File: src/rtl/fe_fetch_stage.sv
// Fetch stage of the RV32 in-order pipeline: drives the FE latch and keeps one imem request in flight.
// Defining FE_PERF_CNT_EN adds the perf_stall_cycles / perf_squash_cnt counter outputs.
module fe_fetch_stage #(
   parameter int unsigned         DBITS      = 32,
   parameter int unsigned         INSTBITS   = 32,
   parameter int unsigned         CANARY_W   = 4,
   parameter logic [CANARY_W-1:0] CANARY_VAL = 4'hF,
   parameter logic [DBITS-1:0]    START_PC   = '0
) (
   input  logic                                 clk,
   input  logic                                 reset,
   input  logic                                 from_DE_to_FE,
   input  logic                                 br_redirect_AGEX,
   input  logic [DBITS-1:0]                     br_target_AGEX,
   output logic                                 imem_req,
   output logic [DBITS-1:0]                     imem_addr,
   input  logic                                 imem_ready,
   input  logic                                 imem_rvalid,
   input  logic [INSTBITS-1:0]                  imem_rdata,
`ifdef FE_PERF_CNT_EN
   output logic [31:0]                          perf_stall_cycles,
   output logic [31:0]                          perf_squash_cnt,
`endif
   output logic [INSTBITS+3*DBITS+CANARY_W-1:0] FE_latch_out
);

   localparam int unsigned LW = INSTBITS + 3*DBITS + CANARY_W;

   typedef enum logic [1:0] {ST_REQ, ST_WAIT, ST_HOLD} state_e;

   state_e              state_q, state_d;
   logic [DBITS-1:0]    pc_q, pc_d;
   logic [DBITS-1:0]    cnt_q, cnt_d;
   logic [LW-1:0]       latch_q, latch_d;
   logic [INSTBITS-1:0] buf_q, buf_d;
   logic                squash_q, squash_d;

   logic                rsp_ok;
   logic                load;
   logic [INSTBITS-1:0] load_inst;
   logic [DBITS-1:0]    pc_plus4;
   logic [DBITS-1:0]    redir_pc;

   // A response is usable only if no redirect has overtaken it.
   assign rsp_ok    = (state_q == ST_WAIT) && imem_rvalid && !squash_q && !br_redirect_AGEX;
   assign load      = !br_redirect_AGEX && !from_DE_to_FE &&
                      (rsp_ok || (state_q == ST_HOLD));
   assign load_inst = (state_q == ST_HOLD) ? buf_q : imem_rdata;
   assign pc_plus4  = pc_q + DBITS'(4);
   assign redir_pc  = br_target_AGEX & ~DBITS'(3);

   always_ff @(posedge clk or negedge reset) begin
      if (!reset) state_q <= ST_REQ;
      else        state_q <= state_d;
   end

   always_comb begin
      state_d = state_q;
      unique case (state_q)
         ST_REQ: begin
            if (!br_redirect_AGEX && imem_ready) state_d = ST_WAIT;
         end
         ST_WAIT: begin
            if (imem_rvalid) begin
               if (squash_q || br_redirect_AGEX || !from_DE_to_FE) state_d = ST_REQ;
               else                                                state_d = ST_HOLD;
            end
         end
         ST_HOLD: begin
            if (br_redirect_AGEX || !from_DE_to_FE) state_d = ST_REQ;
         end
         default: state_d = ST_REQ;
      endcase
   end

   always_comb begin
      imem_req  = reset && (state_q == ST_REQ) && !br_redirect_AGEX;
      imem_addr = pc_q;
   end

   always_comb begin
      pc_d     = pc_q;
      cnt_d    = cnt_q;
      latch_d  = latch_q;
      buf_d    = buf_q;
      squash_d = squash_q;
      if (state_q == ST_WAIT) begin
         if (imem_rvalid)           squash_d = 1'b0;
         else if (br_redirect_AGEX) squash_d = 1'b1;
      end
      if (rsp_ok && from_DE_to_FE) buf_d = imem_rdata;
      if (br_redirect_AGEX) begin
         pc_d    = redir_pc;
         latch_d = '0;
      end else if (load) begin
         latch_d = {load_inst, pc_q, pc_plus4, cnt_q, CANARY_VAL};
         pc_d    = pc_plus4;
         cnt_d   = cnt_q + DBITS'(1);
      end else if (!from_DE_to_FE) begin
         latch_d = '0;
      end
   end

   always_ff @(posedge clk or negedge reset) begin
      if (!reset) begin
         pc_q     <= START_PC;
         cnt_q    <= '0;
         latch_q  <= '0;
         buf_q    <= '0;
         squash_q <= 1'b0;
      end else begin
         pc_q     <= pc_d;
         cnt_q    <= cnt_d;
         latch_q  <= latch_d;
         buf_q    <= buf_d;
         squash_q <= squash_d;
      end
   end

   assign FE_latch_out = latch_q;

`ifdef FE_PERF_CNT_EN
   logic [31:0] stall_cnt_q, squash_cnt_q;
   logic        discard;

   assign discard = ((state_q == ST_WAIT) && imem_rvalid && (squash_q || br_redirect_AGEX)) ||
                    ((state_q == ST_HOLD) && br_redirect_AGEX);

   always_ff @(posedge clk or negedge reset) begin
      if (!reset) begin
         stall_cnt_q  <= '0;
         squash_cnt_q <= '0;
      end else begin
         if (from_DE_to_FE) stall_cnt_q  <= stall_cnt_q + 32'd1;
         if (discard)       squash_cnt_q <= squash_cnt_q + 32'd1;
      end
   end

   assign perf_stall_cycles = stall_cnt_q;
   assign perf_squash_cnt   = squash_cnt_q;
`endif

endmodule

File: config.mk
export PLATFORM = sky130hd
export DESIGN_NAME = fe_fetch_stage
export DESIGN_NICKNAME = d
export VERILOG_FILES = /design/src/rtl/fe_fetch_stage.sv
export SDC_FILE = /design/constraint.sdc
export NUM_CORES = 1
export LEC_CHECK = 0
export ABC_AREA = 1
export BUFFER_PORTS_ARGS = -buffer_cell sky130_fd_sc_hd__buf_4
export CAP_MARGIN = 20
export CORE_MARGIN = 4
export CORE_UTILIZATION = 54
export CTS_CLUSTER_SIZE = 24
export DETAILED_ROUTE_END_ITERATION = 16
export PLACE_DENSITY = 0.81
export SLEW_MARGIN = 30
export SYNTH_ARGS = -nofsm -noshare
export SYNTH_HDL_FRONTEND = slang
export SYNTH_SLANG_ARGS = --single-unit
File: constraint.sdc
create_clock -name clk -period 1.6 [get_ports clk]
set_input_delay 0.24 -clock clk [delete_from_list [all_inputs] [get_ports clk]]
set_output_delay 0.24 -clock clk [all_outputs]
set_load 0.02 [all_outputs]
==> flow_metrics.env, run 1 <==
export IMPL_status="completed"
export IMPL_syn_area_um2=10400
export IMPL_setup_viol=0
export IMPL_worstPathRequired_ns=1.36
export IMPL_ios=235
export IMPL_cp_arrival_ns=1.36
export IMPL_synthCells=1297
export IMPL_grt_pass1_wl_mm=50.8
export IMPL_critPathMaxFanout=3
export IMPL_cts_buffers_inserted=24
export IMPL_fp_coreArea_um2=18800
export IMPL_ys_warn_count=0
export IMPL_skew_ns=0.0130
export IMPL_drt_pass1_iterations=5
export IMPL_row_count=50
export IMPL_start_util=0.551
export IMPL_hold_path_class="in2reg"
export IMPL_drtAntennaViolNets=0
export IMPL_layoutNonFillerInstCount=1889
export IMPL_ir_drop_v=0.000868
export IMPL_worst_slew_pin_slew_ns=0.528
export IMPL_cts_sinks=223
export IMPL_setup_tns_ns=0
export IMPL_viasPerCell=5.29
export IMPL_startpoint_type="flop"
export IMPL_wl_per_cell_um=16.7
export IMPL_insertion_delay_ns=0.51
export IMPL_yosys_register_bits=223
export IMPL_synthToLayoutAreaGrowth_pct=37.2
export IMPL_multiInputGateArea_um2=4160
export IMPL_dr_first_iter_drc_count=726
export IMPL_routed_wirelength_mm=31.6
export IMPL_relSlewSlack=0.648
export IMPL_rsz0062_at_grt="yes"
export IMPL_port_buffers=230
export IMPL_dieArea_um2=21500
export IMPL_end_kind="primary output"
export IMPL_grtUsageTotal=0.286
export IMPL_synth_cell_types=25
export IMPL_period_share=0.999
export IMPL_fillers=1298
export IMPL_leakage_nw=7.50
export IMPL_die_h_um=147
export IMPL_num_nets_final=1685
export IMPL_place_ws_ns=-0.0153
export IMPL_place_inst=1798
export IMPL_htreeDepth=1
export IMPL_drive_above_1_share=0.236
export IMPL_hold_viol_final=0
export IMPL_critPathKind="reg2out"
export IMPL_period_minus_slack_ns=1.60
export IMPL_final_max_slew_viol_count=0
export IMPL_num_vias=10000
export IMPL_gp_congestion=0.931
export IMPL_power_per_cell_area_nw_per_um2=1000
export IMPL_register_area_um2=5590
export IMPL_cts_buffer_depth=3
export IMPL_drv_cap=0
export IMPL_fin_ws_ns=0.000977
export IMPL_seq_area_frac_synth=0.538
export IMPL_grt_overflow_total=0
export IMPL_antenna_cells=0
export IMPL_die_width_um=147
export IMPL_fmax_mhz=625
export IMPL_cts_tree="done"
export IMPL_avgSynthCellArea_um2=8.00
export IMPL_drc=0
export IMPL_grt_pass1_vias=10100
export IMPL_hpwl_mm=20.9
export IMPL_final_util=0.757
export IMPL_grt_max_degree=73
export IMPL_antenna_found_initial=0
export IMPL_ctsRootBufferMaster="clkbuf_16"
export IMPL_cts_reportedPaths_clkPinSlew_ns=0.06
-- sequential cells by signal, indices dropped and copies added, names as in the netlist --
name,flops
imem_addr,30
buf_q,32
state_q,2
cnt_q,32
FE_latch_out,126
squash_q,1
-- cell families (layout without fill, tap and decap cells) --
group	after synthesis	after routing	synth area share
AO/OA/AOI/OAI	179	179	0.104
XOR/XNOR	20	20	0.0169
adder cells (fa/ha/maj)	2	2	0.00241
buffers and inverters	174	505	0.0721
flip-flops	223	223	0.538
other	1	2	0.000361
AND/OR/NAND/NOR	698	698	0.267
-- power by group --
group          leakage [nW]  total [W]  internal, W  switching, W
Clock                 0.383    0.00568      0.00343       0.00225
Combinational          4.19    0.00217     0.000921       0.00124
Sequential             2.92    0.00645      0.00612      0.000335
-- cell type report --
| cell class | instances | share of cell area |
|---|---|---|
| timing repair buffer | 352 | 0.207 |
| inverter | 111 | 0.0294 |
| multi-input combinational | 901 | 0.292 |
| clock buffer | 32 | 0.0472 |
| sequential | 223 | 0.392 |
| tap | 260 | 0.0228 |
| clock inverter | 10 | 0.00949 |
-- per-stage QoR --
stage / instance area [um2] / total power (W) / hold slack (ns)
2_1_floorplan: 10400 / 0.00747 / -0.0556
3_3_place_gp: 12800 / 0.00838 / 0.326
3_5_place_dp: 12800 / 0.00846 / 0.327
4_1_cts: 14100 / 0.0142 / 0.00107
5_1_grt: 14200 / 0.0149 / 0.0245
6_report: 14200 / 0.0143 / 0.0145
-- worst max-delay path, stage by stage (launching register included) --
cell	delay, ns
dfrtp_1	0.44
inv_1	0.09
nand2_2	0.06
nor2_1	0.11
buf_4	0.16
-- cells in the final DEF, fill, tap and decap left out, drive strengths merged --
| master | Yosys | final |
|---|---|---|
| nor2 | 139 | 139 |
| nand3b | 1 | 1 |
| or2 | 1 | 1 |
| bufinv | 0 | 3 |
| o21ai | 96 | 96 |
| conb | 1 | 2 |
| a21oi | 35 | 35 |
| a21boi | 1 | 1 |
| a22o | 47 | 47 |
| clkinvlp | 0 | 4 |
| ha | 2 | 2 |
| dfrtp | 223 | 223 |
| nand3 | 93 | 93 |
| nand2 | 459 | 459 |
| nand4 | 4 | 4 |
| xnor2 | 2 | 2 |
| clkinv | 0 | 3 |
| and2 | 1 | 1 |
| buf | 41 | 308 |
| dlygate4sd3 | 0 | 43 |
| inv | 111 | 111 |
| xor2 | 18 | 18 |
| clkbuf | 22 | 33 |
-- cells in the mapped netlist --
cell | number | area [um2]
clkbuf_1 | 22 | 82.6
buf_2 | 19 | 95.1
a21boi_1 | 1 | 7.51
dfrtp_1 | 223 | 5580
or2_2 | 1 | 6.26
a22o_1 | 47 | 412
buf_4 | 17 | 128
nor2_1 | 137 | 514
inv_1 | 109 | 409
xnor2_1 | 2 | 17.5
inv_2 | 2 | 7.51
ha_1 | 2 | 25.0
nand2_1 | 458 | 1720
nand3_1 | 93 | 465
nor2_4 | 2 | 22.5
and2_1 | 1 | 6.26
conb_1 | 1 | 3.75
nand3b_1 | 1 | 7.51
buf_6 | 1 | 11.3
a21oi_1 | 35 | 175
nand4_1 | 4 | 25.0
xor2_1 | 18 | 158
buf_1 | 4 | 15.0
o21ai_0 | 96 | 480
nand2_2 | 1 | 6.26
-- path summary, 6_finish.rpt --
kind	from	end	slack (ns)	depth (start not counted)
setup reg to reg	imem_addr[2]	imem_addr[25]	0.03	8
max in group asynchronous	reset	imem_addr[10]	0.53	4
setup / recovery	state_q[1]	imem_req	0.001	4
hold reg to reg	FE_latch_out[48]	FE_latch_out[48]	0.49	2
min in group asynchronous	reset	FE_latch_out[16]	0.39	3
hold / removal	br_target_AGEX[20]	imem_addr[20]	0.01	5
-- repair_timing --
item | CTS | global route
setup endpoints to repair | 14 | 104
pin swaps | 1 | 2
resized for setup | 3 | 35
hold buffers | 43 | 0
cloned | 1 | 1
setup buffers | 0 | 4
hold endpoints to repair | 181 | 0
-- metal layers --
| layer | wire [um] | global-route usage | vias to the layer above |
|---|---|---|---|
| li1 | - | - | 4744 |
| met1 | 12500 | 0.371 | 4777 |
| met2 | 15600 | 0.483 | 420 |
| met3 | 2660 | 0.0608 | 59 |
| met4 | 860 | 0.0922 | 0 |
| met5 | 0 | 0 | - |
Note: power is estimated with default switching activity, not from simulation.
==> inputs of run 2 (changes only) <==
--- a/config.mk
+++ b/config.mk
@@ -13,6 +13,7 @@
 export CTS_CLUSTER_SIZE = 24
 export DETAILED_ROUTE_END_ITERATION = 16
 export PLACE_DENSITY = 0.81
+export SETUP_SLACK_MARGIN = 0.05
 export SLEW_MARGIN = 30
 export SYNTH_ARGS = -nofsm -noshare
 export SYNTH_HDL_FRONTEND = slang
==> run 2 against run 1 <==
Global-route usage shrank 1.0 points. Sequential power about the same. Count of clock-buffer cells in the layout is 4 higher. Critical path depth up 3. Register-to-register slack about the same. Clock power shrank 1%. Worst setup slack improved by 0.033 ns. Fmax grew 2.1%. Via count is 0.62% higher. Non-clock buffer count is 1 higher. Cell area increased by 0.67%. Cell count rose by 0.11%. Critical path type is now reg2reg.
==> flow_metrics.env, run 2 (same netlist as run 1, synthesis figures left out) <==
export IMPL_status="completed"
export IMPL_rr_startpoint="state_q[1]"
export IMPL_port_buffers=230
export IMPL_crit_start="state_q[1]"
export IMPL_path_cells="nor2_2, nand3_2, a21boi_4, buf_12, clkbuf_16, nand3_1, nand2_1"
export IMPL_final_max_slew_viol_count=0
export IMPL_num_nets_final=1686
export IMPL_drv_cap=0
export IMPL_dieArea_um2=21500
export IMPL_fin_ws_ns=0.0335
export IMPL_viasPerCell=5.32
export IMPL_setup_viol=0
export IMPL_num_vias=10100
export IMPL_place_ws_ns=-0.0490
export IMPL_power_per_cell_area_nw_per_um2=994
export IMPL_drive_above_1_share=0.264
export IMPL_die_width_um=147
export IMPL_grt_overflow_total=0
export IMPL_rsz0062_at_grt="yes"
export IMPL_ir_drop_v=0.000915
export IMPL_multiInputGateArea_um2=4230
export IMPL_cts_tree="done"
export IMPL_critPathKind="reg2reg"
export IMPL_worst_slew_pin_slew_ns=0.663
export IMPL_ios=235
export IMPL_skew_ns=0.0198
export IMPL_insertion_delay_ns=0.52
export IMPL_reg2reg_depth=7
export IMPL_row_count=50
export IMPL_grtUsageTotal=0.276
export IMPL_relSlewSlack=0.558
export IMPL_cp_arrival_ns=2.02
export IMPL_cts_buffers_inserted=24
export IMPL_cts_reportedPaths_clkPinSlew_ns=0.06
export IMPL_end_kind="flop"
export IMPL_drc=0
export IMPL_gp_congestion=0.944
export IMPL_hpwl_mm=20.9
export IMPL_die_h_um=147
export IMPL_htreeDepth=1
export IMPL_grt_pass1_wl_mm=49.5
export IMPL_max_stage_delay_ns=0.40
export IMPL_ctsRootBufferMaster="clkbuf_16"
export IMPL_antenna_found_initial=1
export IMPL_hold_path_class="in2reg"
export IMPL_r2r_end="FE_latch_out[63]"
export IMPL_synthToLayoutAreaGrowth_pct=38.2
export IMPL_period_minus_slack_ns=1.57
export IMPL_layout_commonest_cell="nand2_1"
export IMPL_period_share=0.979
export IMPL_largest_reg_flops=126
export IMPL_critPathMaxFanout=19
export IMPL_routed_wirelength_mm=31.2
export IMPL_startpoint_type="flop"
export IMPL_wl_per_cell_um=16.5
export IMPL_dr_first_iter_drc_count=841
export IMPL_start_util=0.551
export IMPL_grt_pass1_vias=9941
export IMPL_crit_end="FE_latch_out[63]"
export IMPL_drtAntennaViolNets=0
export IMPL_fillers=1304
export IMPL_final_cell_mix="nand2_1, buf_4, dfrtp_1"
export IMPL_cts_buffer_depth=3
export IMPL_leakage_nw=7.53
export IMPL_drt_pass1_iterations=5
export IMPL_r2r_slack_ns=0.03
export IMPL_hold_viol_final=0
export IMPL_fp_coreArea_um2=18800
export IMPL_antenna_cells=0
export IMPL_fmax_mhz=638
export IMPL_worstPathRequired_ns=2.05
export IMPL_setup_tns_ns=0
export IMPL_grt_max_degree=125
export IMPL_cts_sinks=223
export IMPL_register_area_um2=5600
export IMPL_hold_slack_ns=0.00985
export IMPL_crit_slowest_cell="dfrtp_1"
run 2: cell types whose count changed in the layout (fill, tap and decap cells not counted), sizes merged:
cell | previous run | this run
buf | 308 | 314
dlygate4sd3 | 43 | 37
clkbuf | 33 | 38
clkinvlp | 4 | 0
clkinv | 3 | 6
bufinv | 3 | 2
inv | 111 | 110
run 2: how the worst min path moves through the flow:
stage	from	end	cells after the start
after CTS	imem_rdata[28]	buf_q[28]	3
after floorplan	reset	FE_latch_out[100]	0
after global routing	br_target_AGEX[20]	imem_addr[20]	5
after global placement	reset	FE_latch_out[46]	2
final	br_target_AGEX[20]	imem_addr[20]	5
after detailed placement	reset	FE_latch_out[46]	2
run 2: where the power goes:
part / switching, W / internal (W)
clock network: 0.00220 / 0.00340
logic: 0.00127 / 0.000944
registers: 0.000316 / 0.00612
run 2: worst max-delay path, delay by kind of cell (launching register included):
kind / cells / cell delay (ns)
AO/OA/AOI/OAI: 1 / 0.26
buffers and inverters: 2 / 0.33
flip-flops: 1 / 0.40
AND/OR/NAND/NOR: 4 / 0.51
run 2: cell type report:
cell class                      instances  area share
Inverter                              111      0.0291
Timing Repair Buffer                  353       0.207
Clock inverter                          7     0.00593
Multi-Input combinational cell        901       0.295
Tap cell                              260      0.0227
Clock buffer                           36      0.0500
Sequential cell                       223       0.391
run 2: metal layers:
layer  wire, um  vias to the layer above  share of wire  global-route usage
met1      12400                     4815           0.40               0.358
met3       2470                       79          0.079              0.0515
met2      15100                      430           0.48               0.460
met4       1240                        0          0.040               0.111
met5          0                        -              0                   0
li1           -                     4738              -                   -
run 2: timing repair:
action                                  in CTS  in global routing
resized for setup                           11                 61
buffers inserted                             1                 17
hold buffers                                37                  0
hold endpoints to repair                   259                  0
endpoints found under the setup margin      37                120
pin swaps                                    0                  7
cloned                                       0                  2
run 2: stage by stage:
| step | power [W] | utilization | instances | instance area [um2] |
|---|---|---|---|---|
| after floorplan | 0.00747 | - | 1298 | 10400 |
| after global placement | 0.00838 | 0.679 | 1791 | 12800 |
| after detailed placement | 0.00847 | 0.679 | 1791 | 12800 |
| after CTS | 0.0142 | 0.744 | 1872 | 14000 |
| after global routing | 0.0149 | 0.762 | 1891 | 14300 |
| final | 0.0143 | 0.762 | 1891 | 14300 |
==> inputs of run 3 (changes only) <==
--- a/config.mk
+++ b/config.mk
@@ -5,7 +5,6 @@
 export SDC_FILE = /design/constraint.sdc
 export NUM_CORES = 1
 export LEC_CHECK = 0
-export ABC_AREA = 1
 export BUFFER_PORTS_ARGS = -buffer_cell sky130_fd_sc_hd__buf_4
 export CAP_MARGIN = 20
 export CORE_MARGIN = 4
==> run 3 against run 2 <==
The flow now finishes with violations (negative setup slack). Clock skew is essentially flat. Critical path depth shrank 1. Sequential cell count is the same. Sequential share of layout area shrank 2.1 points. Cell count shrank 21%. Worst setup slack lost 0.28 ns. Synthesized cell count shrank 33%. Die area shrank 5.6%. Hold slack gained 0.021 ns.
==> flow_metrics.env, run 3 <==
export IMPL_routed_wirelength_mm=33.2
export IMPL_grtUsageTotal=0.311
export IMPL_synthCells=867
export IMPL_synth_cell_types=47
export IMPL_cts_tree="done"
export IMPL_fin_ws_ns=-0.245
export IMPL_grt_pass1_wl_mm=49.9
export IMPL_drive_above_1_share=0.446
export IMPL_period_share=1.15
export IMPL_critPathMaxFanout=7
export IMPL_viasPerCell=5.75
export IMPL_worstPathRequired_ns=1.96
export IMPL_port_buffers=230
export IMPL_die_width_um=142
export IMPL_ios=235
export IMPL_wl_per_cell_um=22.2
export IMPL_multiInputGateArea_um2=4490
export IMPL_path_cells="nand4bb_4, a21o_1, buf_4, nor3_2, xnor2_1, o21ai_0"
export IMPL_grt_pass1_vias=9242
export IMPL_final_max_slew_viol_count=0
export IMPL_hold_viol_final=0
export IMPL_hold_slack_ns=0.0304
export IMPL_avgSynthCellArea_um2=11.3
export IMPL_synth_main_ff_cell="dfrtp_1"
export IMPL_place_inst=1347
export IMPL_critical_path_buf_inv_count=1
export IMPL_ir_drop_v=0.000904
export IMPL_start_util=0.557
export IMPL_drtAntennaViolNets=0
export IMPL_die_h_um=142
export IMPL_skew_ns=0.0197
export IMPL_synthTopCellsByArea="dfrtp_1, a22o_1, nand2_1, o21ai_0, xnor2_1"
export IMPL_yosys_register_bits=223
export IMPL_yosysMostFrequentCell="dfrtp_1"
export IMPL_ys_warn_count=0
export IMPL_drv_cap=0
export IMPL_insertion_delay_ns=0.52
export IMPL_grt_use_met3=0.0756
export IMPL_cts_buffer_depth=3
export IMPL_crit_family="simple AND/OR/NAND/NOR gates"
export IMPL_antenna_found_initial=0
export IMPL_r2r_slack_ns=-0.25
export IMPL_synth_edf_count=0
export IMPL_worst_slew_pin_slew_ns=0.613
export IMPL_row_count=48
export IMPL_setup_viol=191
export IMPL_violations="negative setup slack"
export IMPL_power_per_cell_area_nw_per_um2=965
export IMPL_cts_buffers_inserted=24
export IMPL_end_kind="flop"
export IMPL_layout_commonest_cell="buf_4"
export IMPL_grt_overflow_total=0
export IMPL_r2r_end="imem_addr[15]"
export IMPL_critPathKind="reg2reg"
export IMPL_grt_util_met2=0.531
export IMPL_cts_reportedPaths_clkPinSlew_ns=0.06
export IMPL_crit_slowest_cell="dfrtp_1"
export IMPL_min_from="imem_ready"
export IMPL_num_vias=8602
export IMPL_fp_coreArea_um2=17500
export IMPL_largest_reg_flops=126
export IMPL_leakage_nw=7.21
export IMPL_hpwl_mm=18.0
export IMPL_yosys_area_top_type_share=0.571
export IMPL_final_cell_mix="buf_4, dfrtp_1, nand2_1"
export IMPL_register_area_um2=5610
export IMPL_cp_arrival_ns=2.20
export IMPL_period_minus_slack_ns=1.85
export IMPL_yosys_top_cells_count="dfrtp_1, nand2_1, o21ai_0"
export IMPL_rr_startpoint="squash_q"
export IMPL_hold_path_class="in2reg"
export IMPL_syn_area_um2=9770
export IMPL_gp_congestion=0.843
export IMPL_grt_max_degree=128
export IMPL_async_flop_share=1.00
export IMPL_startpoint_type="flop"
export IMPL_drc=0
export IMPL_synth_top_area_cell="dfrtp_1"
export IMPL_status="finished, violations left"
export IMPL_layoutNonFillerInstCount=1495
export IMPL_cts_sinks=223
export IMPL_htreeDepth=1
export IMPL_dieArea_um2=20300
export IMPL_met1_usage=0.378
export IMPL_reg2reg_depth=6
export IMPL_ctsRootBufferMaster="clkbuf_16"
export IMPL_rsz0062_at_grt="yes"
export IMPL_dr_first_iter_drc_count=484
export IMPL_hold_path_depth=3
export IMPL_hold_end="state_q[0]"
export IMPL_fillers=846
export IMPL_drt_pass1_iterations=5
export IMPL_seq_area_frac_synth=0.571
export IMPL_num_nets_final=1323
export IMPL_synthToLayoutAreaGrowth_pct=55.6
export IMPL_relSlewSlack=0.591
export IMPL_grt_busiest_layer="met2"
export IMPL_max_stage_delay_ns=0.38
export IMPL_fmax_mhz=542
[run 3: changes by cell type after synthesis, sizes merged, moves of 11 or more]
cell	delta
xor2	+22
a21oi	-31
nand2	-337
mux2	+33
xnor2	+45
mux2i	+33
inv	-108
nor2	-119
buf	-11
nand4	+22
a22o	+14
nor3	+11
clkbuf	+18
nand3	-65
[run 3: how the worst max path moves through the flow]
stage / startpoint / endpoint / slack, ns / cells past startpoint
2_1_floorplan: imem_addr[11] / imem_addr[19] / -0.23 / 7
3_3_place_gp: squash_q / cnt_q[22] / -0.24 / 6
3_5_place_dp: squash_q / cnt_q[13] / -0.32 / 6
4_1_cts: state_q[1] / cnt_q[22] / -0.21 / 6
5_1_grt: squash_q / cnt_q[13] / -0.30 / 6
6_report: squash_q / imem_addr[15] / -0.25 / 6
[run 3: through the flow]
step                area (um2)  setup slack (ns)  total power (W)   util  TNS (ns)
detailed placement       12500            -0.319          0.00855  0.714    -10.90
global placement         12500            -0.244          0.00844  0.714     -7.25
floorplan                10100            -0.228          0.00759      -     -3.67
global route             15200            -0.296           0.0152  0.867    -28.59
CTS                      14700            -0.214           0.0144  0.840    -19.55
finish                   15200            -0.245           0.0147  0.867    -15.45
[run 3: tightest hold or removal path, stage by stage]
cell and delay, ns:
buf_4 0.08, a21oi_1 0.06, nor2_1 0.11
[run 3: cell type report]
class	instances	share of cell area
well taps	225	0.0185
multi-input cells	572	0.295
clock buffers	36	0.0472
diodes	1	0.000165
repair buffers	427	0.264
flip-flops and latches	223	0.369
inverters	3	0.000741
clock inverters	8	0.00502
[run 3: power by group]
part | internal, W | switching [W]
combinational | 0.00134 | 0.00122
sequential | 0.00617 | 0.000355
clock | 0.00327 | 0.00231
[run 3: what timing repair did]
| item | 4_1_cts | 5_1_grt |
|---|---|---|
| setup endpoints to repair | 187 | 221 |
| gates resized for setup | 139 | 72 |
| hold endpoints to repair | 126 | 0 |
| pin swaps | 24 | 37 |
| hold buffers | 63 | 0 |
| cloned | 12 | 6 |
| buffers inserted | 14 | 10 |
[run 3: logic make-up (layout without fill, tap and decap cells)]
kind of cell / Yosys count / count (layout) / share of synthesized area
other: 1 / 3 / 0.000384
DFF: 223 / 223 / 0.571
AOI/OAI and AO/OA: 162 / 162 / 0.108
xor gates and xnor gates: 87 / 87 / 0.0780
and+or+nand+nor: 253 / 253 / 0.134
adders and majority gates: 2 / 2 / 0.00256
buffers and inverters: 73 / 474 / 0.0337
muxes: 66 / 66 / 0.0719
[run 3: layer usage]
layer | share of wire | vias to the layer above
met5 | 0 | -
met4 | 0.041 | 0
met3 | 0.081 | 94
met2 | 0.50 | 407
met1 | 0.37 | 4293
li1 | - | 3808
